### src/rtl/altr_hps_glitch_filter2.sv
// Dual-channel synchroniser and glitch filter feeding the HPS nor2 inputs.
// Ports: clk, rst_n (async low), filt_in1/2 raw levels, filt_len qualification
// length, filt_out1/2 filtered levels, filt_chg1/2 one-cycle change strobes.
module altr_hps_glitch_filter2 #(
  parameter int   SYNC_STAGES = 2,
  parameter int   FILT_CNT_W  = 4,
  parameter logic RESET_VAL   = 1'b0
) (
  input  logic                  clk,
  input  logic                  rst_n,
  input  logic                  filt_in1,
  input  logic                  filt_in2,
  input  logic [FILT_CNT_W-1:0] filt_len,
  output logic                  filt_out1,
  output logic                  filt_out2,
  output logic                  filt_chg1,
  output logic                  filt_chg2
);

  typedef enum logic {
    STABLE = 1'b0,
    QUAL   = 1'b1
  } state_t;

  localparam logic [FILT_CNT_W-1:0] ONE = FILT_CNT_W'(1);

  logic [1:0]            raw;
  logic [FILT_CNT_W-1:0] leff;

  assign raw  = {filt_in2, filt_in1};
  // A programmed length of zero behaves as a single-cycle filter.
  assign leff = (filt_len == '0) ? ONE : filt_len;

  for (genvar c = 0; c < 2; c++) begin : g_ch
    logic [SYNC_STAGES-1:0] sync;
    logic                   s;
    state_t                 state;
    state_t                 state_nx;
    logic [FILT_CNT_W-1:0]  cnt;
    logic [FILT_CNT_W-1:0]  cnt_nx;
    logic [FILT_CNT_W:0]    cnt_inc;
    logic                   tgl;
    logic                   o_q;
    logic                   chg_q;

    always_ff @(posedge clk or negedge rst_n) begin
      if (!rst_n) begin
        sync <= {SYNC_STAGES{RESET_VAL}};
      end else begin
        sync <= {sync[SYNC_STAGES-2:0], raw[c]};
      end
    end

    assign s = sync[SYNC_STAGES-1];

    // One extra bit so the compare cannot wrap at the maximum length.
    assign cnt_inc = {1'b0, cnt} + (FILT_CNT_W+1)'(1);

    always_comb begin
      state_nx = state;
      cnt_nx   = cnt;
      tgl      = 1'b0;
      unique case (state)
        STABLE: begin
          if (s != o_q) begin
            if (leff == ONE) begin
              tgl = 1'b1;
            end else begin
              cnt_nx   = ONE;
              state_nx = QUAL;
            end
          end
        end
        QUAL: begin
          // A return to the current level wins over a completing count.
          if (s == o_q) begin
            cnt_nx   = '0;
            state_nx = STABLE;
          end else if (cnt_inc >= {1'b0, leff}) begin
            tgl      = 1'b1;
            cnt_nx   = '0;
            state_nx = STABLE;
          end else begin
            cnt_nx = cnt_inc[FILT_CNT_W-1:0];
          end
        end
        default: begin
          cnt_nx   = '0;
          state_nx = STABLE;
        end
      endcase
    end

    always_ff @(posedge clk or negedge rst_n) begin
      if (!rst_n) begin
        state <= STABLE;
        cnt   <= '0;
        o_q   <= RESET_VAL;
        chg_q <= 1'b0;
      end else begin
        state <= state_nx;
        cnt   <= cnt_nx;
        o_q   <= o_q ^ tgl;
        chg_q <= tgl;
      end
    end
  end

  assign filt_out1 = g_ch[0].o_q;
  assign filt_out2 = g_ch[1].o_q;
  assign filt_chg1 = g_ch[0].chg_q;
  assign filt_chg2 = g_ch[1].chg_q;

endmodule

### config.mk
export PLATFORM = sky130hd
export DESIGN_NAME = altr_hps_glitch_filter2
export DESIGN_NICKNAME = d
export VERILOG_FILES = /design/src/rtl/altr_hps_glitch_filter2.sv
export SDC_FILE = /design/constraint.sdc
export NUM_CORES = 1
export LEC_CHECK = 0
export CAP_MARGIN = 20
export CORE_MARGIN = 4
export CORE_UTILIZATION = 37
export CTS_BUF_LIST = sky130_fd_sc_hd__clkbuf_2 sky130_fd_sc_hd__clkbuf_4 sky130_fd_sc_hd__clkbuf_8
export CTS_CLUSTER_SIZE = 8
export DETAILED_ROUTE_END_ITERATION = 7
export GPL_TIMING_DRIVEN = 0
export MAX_ROUTING_LAYER = met4
export PLACE_DENSITY = 0.62
export SETUP_SLACK_MARGIN = 0.5
export SLEW_MARGIN = 20
export SYNTH_ARGS = -nofsm -noshare
export SYNTH_HDL_FRONTEND = slang
export SYNTH_SLANG_ARGS = --single-unit
### constraint.sdc
create_clock -name clk -period 2.5 [get_ports clk]
set_clock_uncertainty 0.1 [all_clocks]
set_input_delay 0.5 -clock clk [delete_from_list [all_inputs] [get_ports clk]]
set_output_delay 0.5 -clock clk [all_outputs]
set_load 0.05 [all_outputs]
==> summary.txt <==
Drt
  • DRT antenna net count: 0
  • Via count: 878
  • Vias per cell: 5.42
  • Initial DRC Count: 28
  • Residual DRC: 0
  • Drt total wl: 2.48 mm
  • Total iterations of the first detailed-routing run: 2
  • WL/cell: 15.3 um

STA
  • Ratio of final minimum period to clock period: about 95%
  • Setup violators final: 0
  • Tmin final: 2.38 ns
  • Slew @ Worst Pin: around 0.8 ns
  • RSZ-0062 raised after global routing: true
  • Achievable frequency: 421 MHz
  • Max-slew violation count: 0
  • Slew margin rel.: 47.0%
  • Hold WS: 0.258 ns
  • Endpoints failing hold: 0

Setup path
  • Worst-case reg-to-reg path depth: 8
  • Worst Path Class, Setup: in -> reg
  • Crit. End Element: register
  • R2R setup slack: 0.18 ns
  • Crit. Startpoint: filt_len[2]
  • Crit path max fanout: 4
  • Worst EP arrival: 2.46 ns
  • Worst r2r src: g_ch[0].cnt[1]
  • WP data required: around 2.6 ns
  • Worst setup SP type: input port
  • Critical R2R Capture: filt_out1

Power
  • Total design power: about 1800 uW
  • Internal: 976 uW
  • Sequential share of power: 25.5%
  • Part of the power in the clock network: between 8 and 9%
  • Comb power frac: between 60% and 70%
  • LEAKAGE: 0.000628 uW
  • Peak VDD IR: about 0.73 mV
  • Switching share of total power: between 40% and 50%
  • Net switching power: between 700 and 800 uW
  • Power Dens Cells: approximately 1100 nW/um^2

Placement
  • IO Port Bufs: 11
  • Final Wtd Congestion: 0.830
  • Placed Area: 1270 sq um
  • Estimated wirelength of the detail-placed design: 1.48 mm

Yosys
  • Synthesized area per cell: around 10 sq um
  • EDFF count, synth: 0
  • Mapped Cells: roughly 100
  • Yosys reg bits: 18
  • Synthesis Warnings: 0
  • Synth top area share: a little over two fifths
  • Leading cell type by number of instances after synthesis: dfrtp_1
  • Sequential share of the synthesized area: between 40% and 50%
  • Most frequent cells after synthesis: 18 x dfrtp_1, 11 x nor2_1, 10 x nand2_1
  • Synthesized area: 1050 sq um
  • Fraction of registers with async set/reset: between 90% and 100%
  • Main synth FF type: dfrtp_1
  • Synth area leaders: dfrtp_1 43%, ha_1 7.2%, nor2_1 3.9%
  • Post-Syn Nets: 118
  • Leading area contributor after synthesis: dfrtp_1
  • Distinct cell type count after synthesis: 37

Die
  • Ports: 12
  • Core Region: 2730 sq um
  • Die area: 3750 sq um
  • Initial Util: between 30% and 40%
  • FP Rows: 19
  • Chip width: 61.3 um
  • Chip height: 61.3 um

Hold path
  • WHS Path Cells: 0
  • Min-Delay Path Class: reg -> reg
  • HP Start: g_ch[1].sync[0]
  • Endpoint, Worst Hold: g_ch[1].sync[1]

Global route
  • Pin count of the biggest net entering global routing: 19
  • Total gr overflow: 0
  • Total Routing Usage GR: between 15 and 20%
  • Global-route wire length before repair: between 4 and 5 mm
  • Vias in the first global route: 909
  • Antenna violations before repair: 0

Clocking
  • Clock Pin Slew Worst Setup and Hold Paths: 0.10 ns
  • H-tree Lvls: 1
  • Clock buffer count from CTS: 3
  • Max Root-Sink Buffers: 2
  • TritonCTS clock tree: done
  • CTS root buf: clkbuf_4
  • # clock sinks: 18
  • Clk_lat worst skew: 0.29 ns

Layout
  • Area Growth Syn to Fin: 49.6%
  • Nets: 147
  • Antenna cells: 0
  • Layout cell share with drive strength beyond 1: 43.5%
  • Design area: 1570 sq um

Run status
  • Status: finished clean

Job
  • Maxcap violations: 0
-- final cells by class --
class | instances | area [sq um]
Fill cell | 237 | 1160
Timing Repair Buffer | 24 | 219
Buffer | 1 | 20.0
Inverter | 4 | 15.0
Tap cell | 31 | 38.8
Multi-Input combinational cell | 81 | 802
Sequential cell | 18 | 453
Clock buffer | 3 | 22.5
-- layout by cell type, fill, tap and decap left out, types with 2 or more instances in the layout --
cell type | netlist | routed
a21oi_4 | 0 | 3
a32o_1 | 2 | 2
buf_4 | 0 | 9
buf_6 | 0 | 5
clkbuf_4 | 0 | 3
clkdlybuf4s50_1 | 0 | 3
dfrtp_1 | 18 | 16
dfrtp_2 | 0 | 2
dlygate4sd2_1 | 0 | 4
ha_4 | 0 | 5
inv_1 | 4 | 4
mux2_4 | 1 | 2
nand2_1 | 10 | 7
nand2_2 | 0 | 2
nand2b_4 | 0 | 2
nand3_1 | 5 | 2
nand3_2 | 0 | 3
nand4b_1 | 2 | 2
nor2_1 | 11 | 11
nor2b_1 | 4 | 4
o211ai_1 | 2 | 2
o21ai_2 | 0 | 3
xnor2_1 | 4 | 4
-- power by group through the flow --
stage                     clock [uW]  sequential (uW)  combinational, uW
after global placement             0              461                731
after global routing             166              462               1260
after detailed placement           0              465                743
after CTS                        151              439                939
final                            144              448               1160
after floorplan                    0              557                475
-- timing repair --
item	CTS	global route
setup endpoints to repair	18	14
resized for setup	31	26
buffers inserted	10	3
cloned	0	0
hold buffers	0	0
pin swaps	12	15
-- cell families (layout without fill, tap and decap cells) --
family | count (synthesis) | in the layout | share of synthesized area (%)
and+or+nand+nor | 44 | 44 | 21.7
muxes | 2 | 2 | 2.50
DFF | 18 | 18 | 42.9
adders and majority gates | 6 | 6 | 7.15
xor gates and xnor gates | 7 | 7 | 6.56
AOI/OAI and AO/OA | 22 | 22 | 17.3
buffers and inverters | 5 | 32 | 1.91
-- worst max path at each step --
stage,to,slack [ns],depth (start not counted)
after floorplan,filt_out1,-0.03,10
after global placement,filt_out1,-0.76,10
after detailed placement,filt_out1,-0.76,11
after CTS,filt_out1,0.09,12
after global routing,filt_out1,0.09,12
final,filt_out1,0.12,12
-- registers in the layout, indices dropped and copies added (netlist names) --
name	cells
g_ch.sync	4
filt_out1	1
filt_chg2	1
g_ch.state	2
filt_chg1	1
filt_out2	1
g_ch.cnt	8
-- worst max-delay path, cell delays in order --
cell	delay (ns)
buf_8	0.10
buf_12	0.11
nor3_4	0.12
or2_4	0.16
ha_4	0.18
nand2b_4	0.14
a21oi_4	0.16
o21ai_2	0.10
a2111oi_4	0.37
buf_6	0.18
nor2_4	0.04
mux2_4	0.30
-- through the flow --
step                      TNS (ns)  instances  util [%]  setup slack (ns)
after floorplan            -0.0289        104         -           -0.0289
after global placement       -6.51        146      46.3            -0.756
after detailed placement     -6.99        146      46.3            -0.765
after CTS                        0        159      51.8            0.0869
after global routing             0        162      57.4            0.0860
final                            0        162      57.4             0.125
-- per-layer routing --
layer | vias to the layer above | routed length (um) | GRT usage (%)
met2 | 10 | 1200 | 22.7
met5 | - | 0 | -
met4 | 0 | 29 | 7.12
li1 | 430 | - | -
met1 | 434 | 1190 | 19.8
met3 | 4 | 61 | 2.73
No activity file was read; power rests on OpenSTA's default activity.
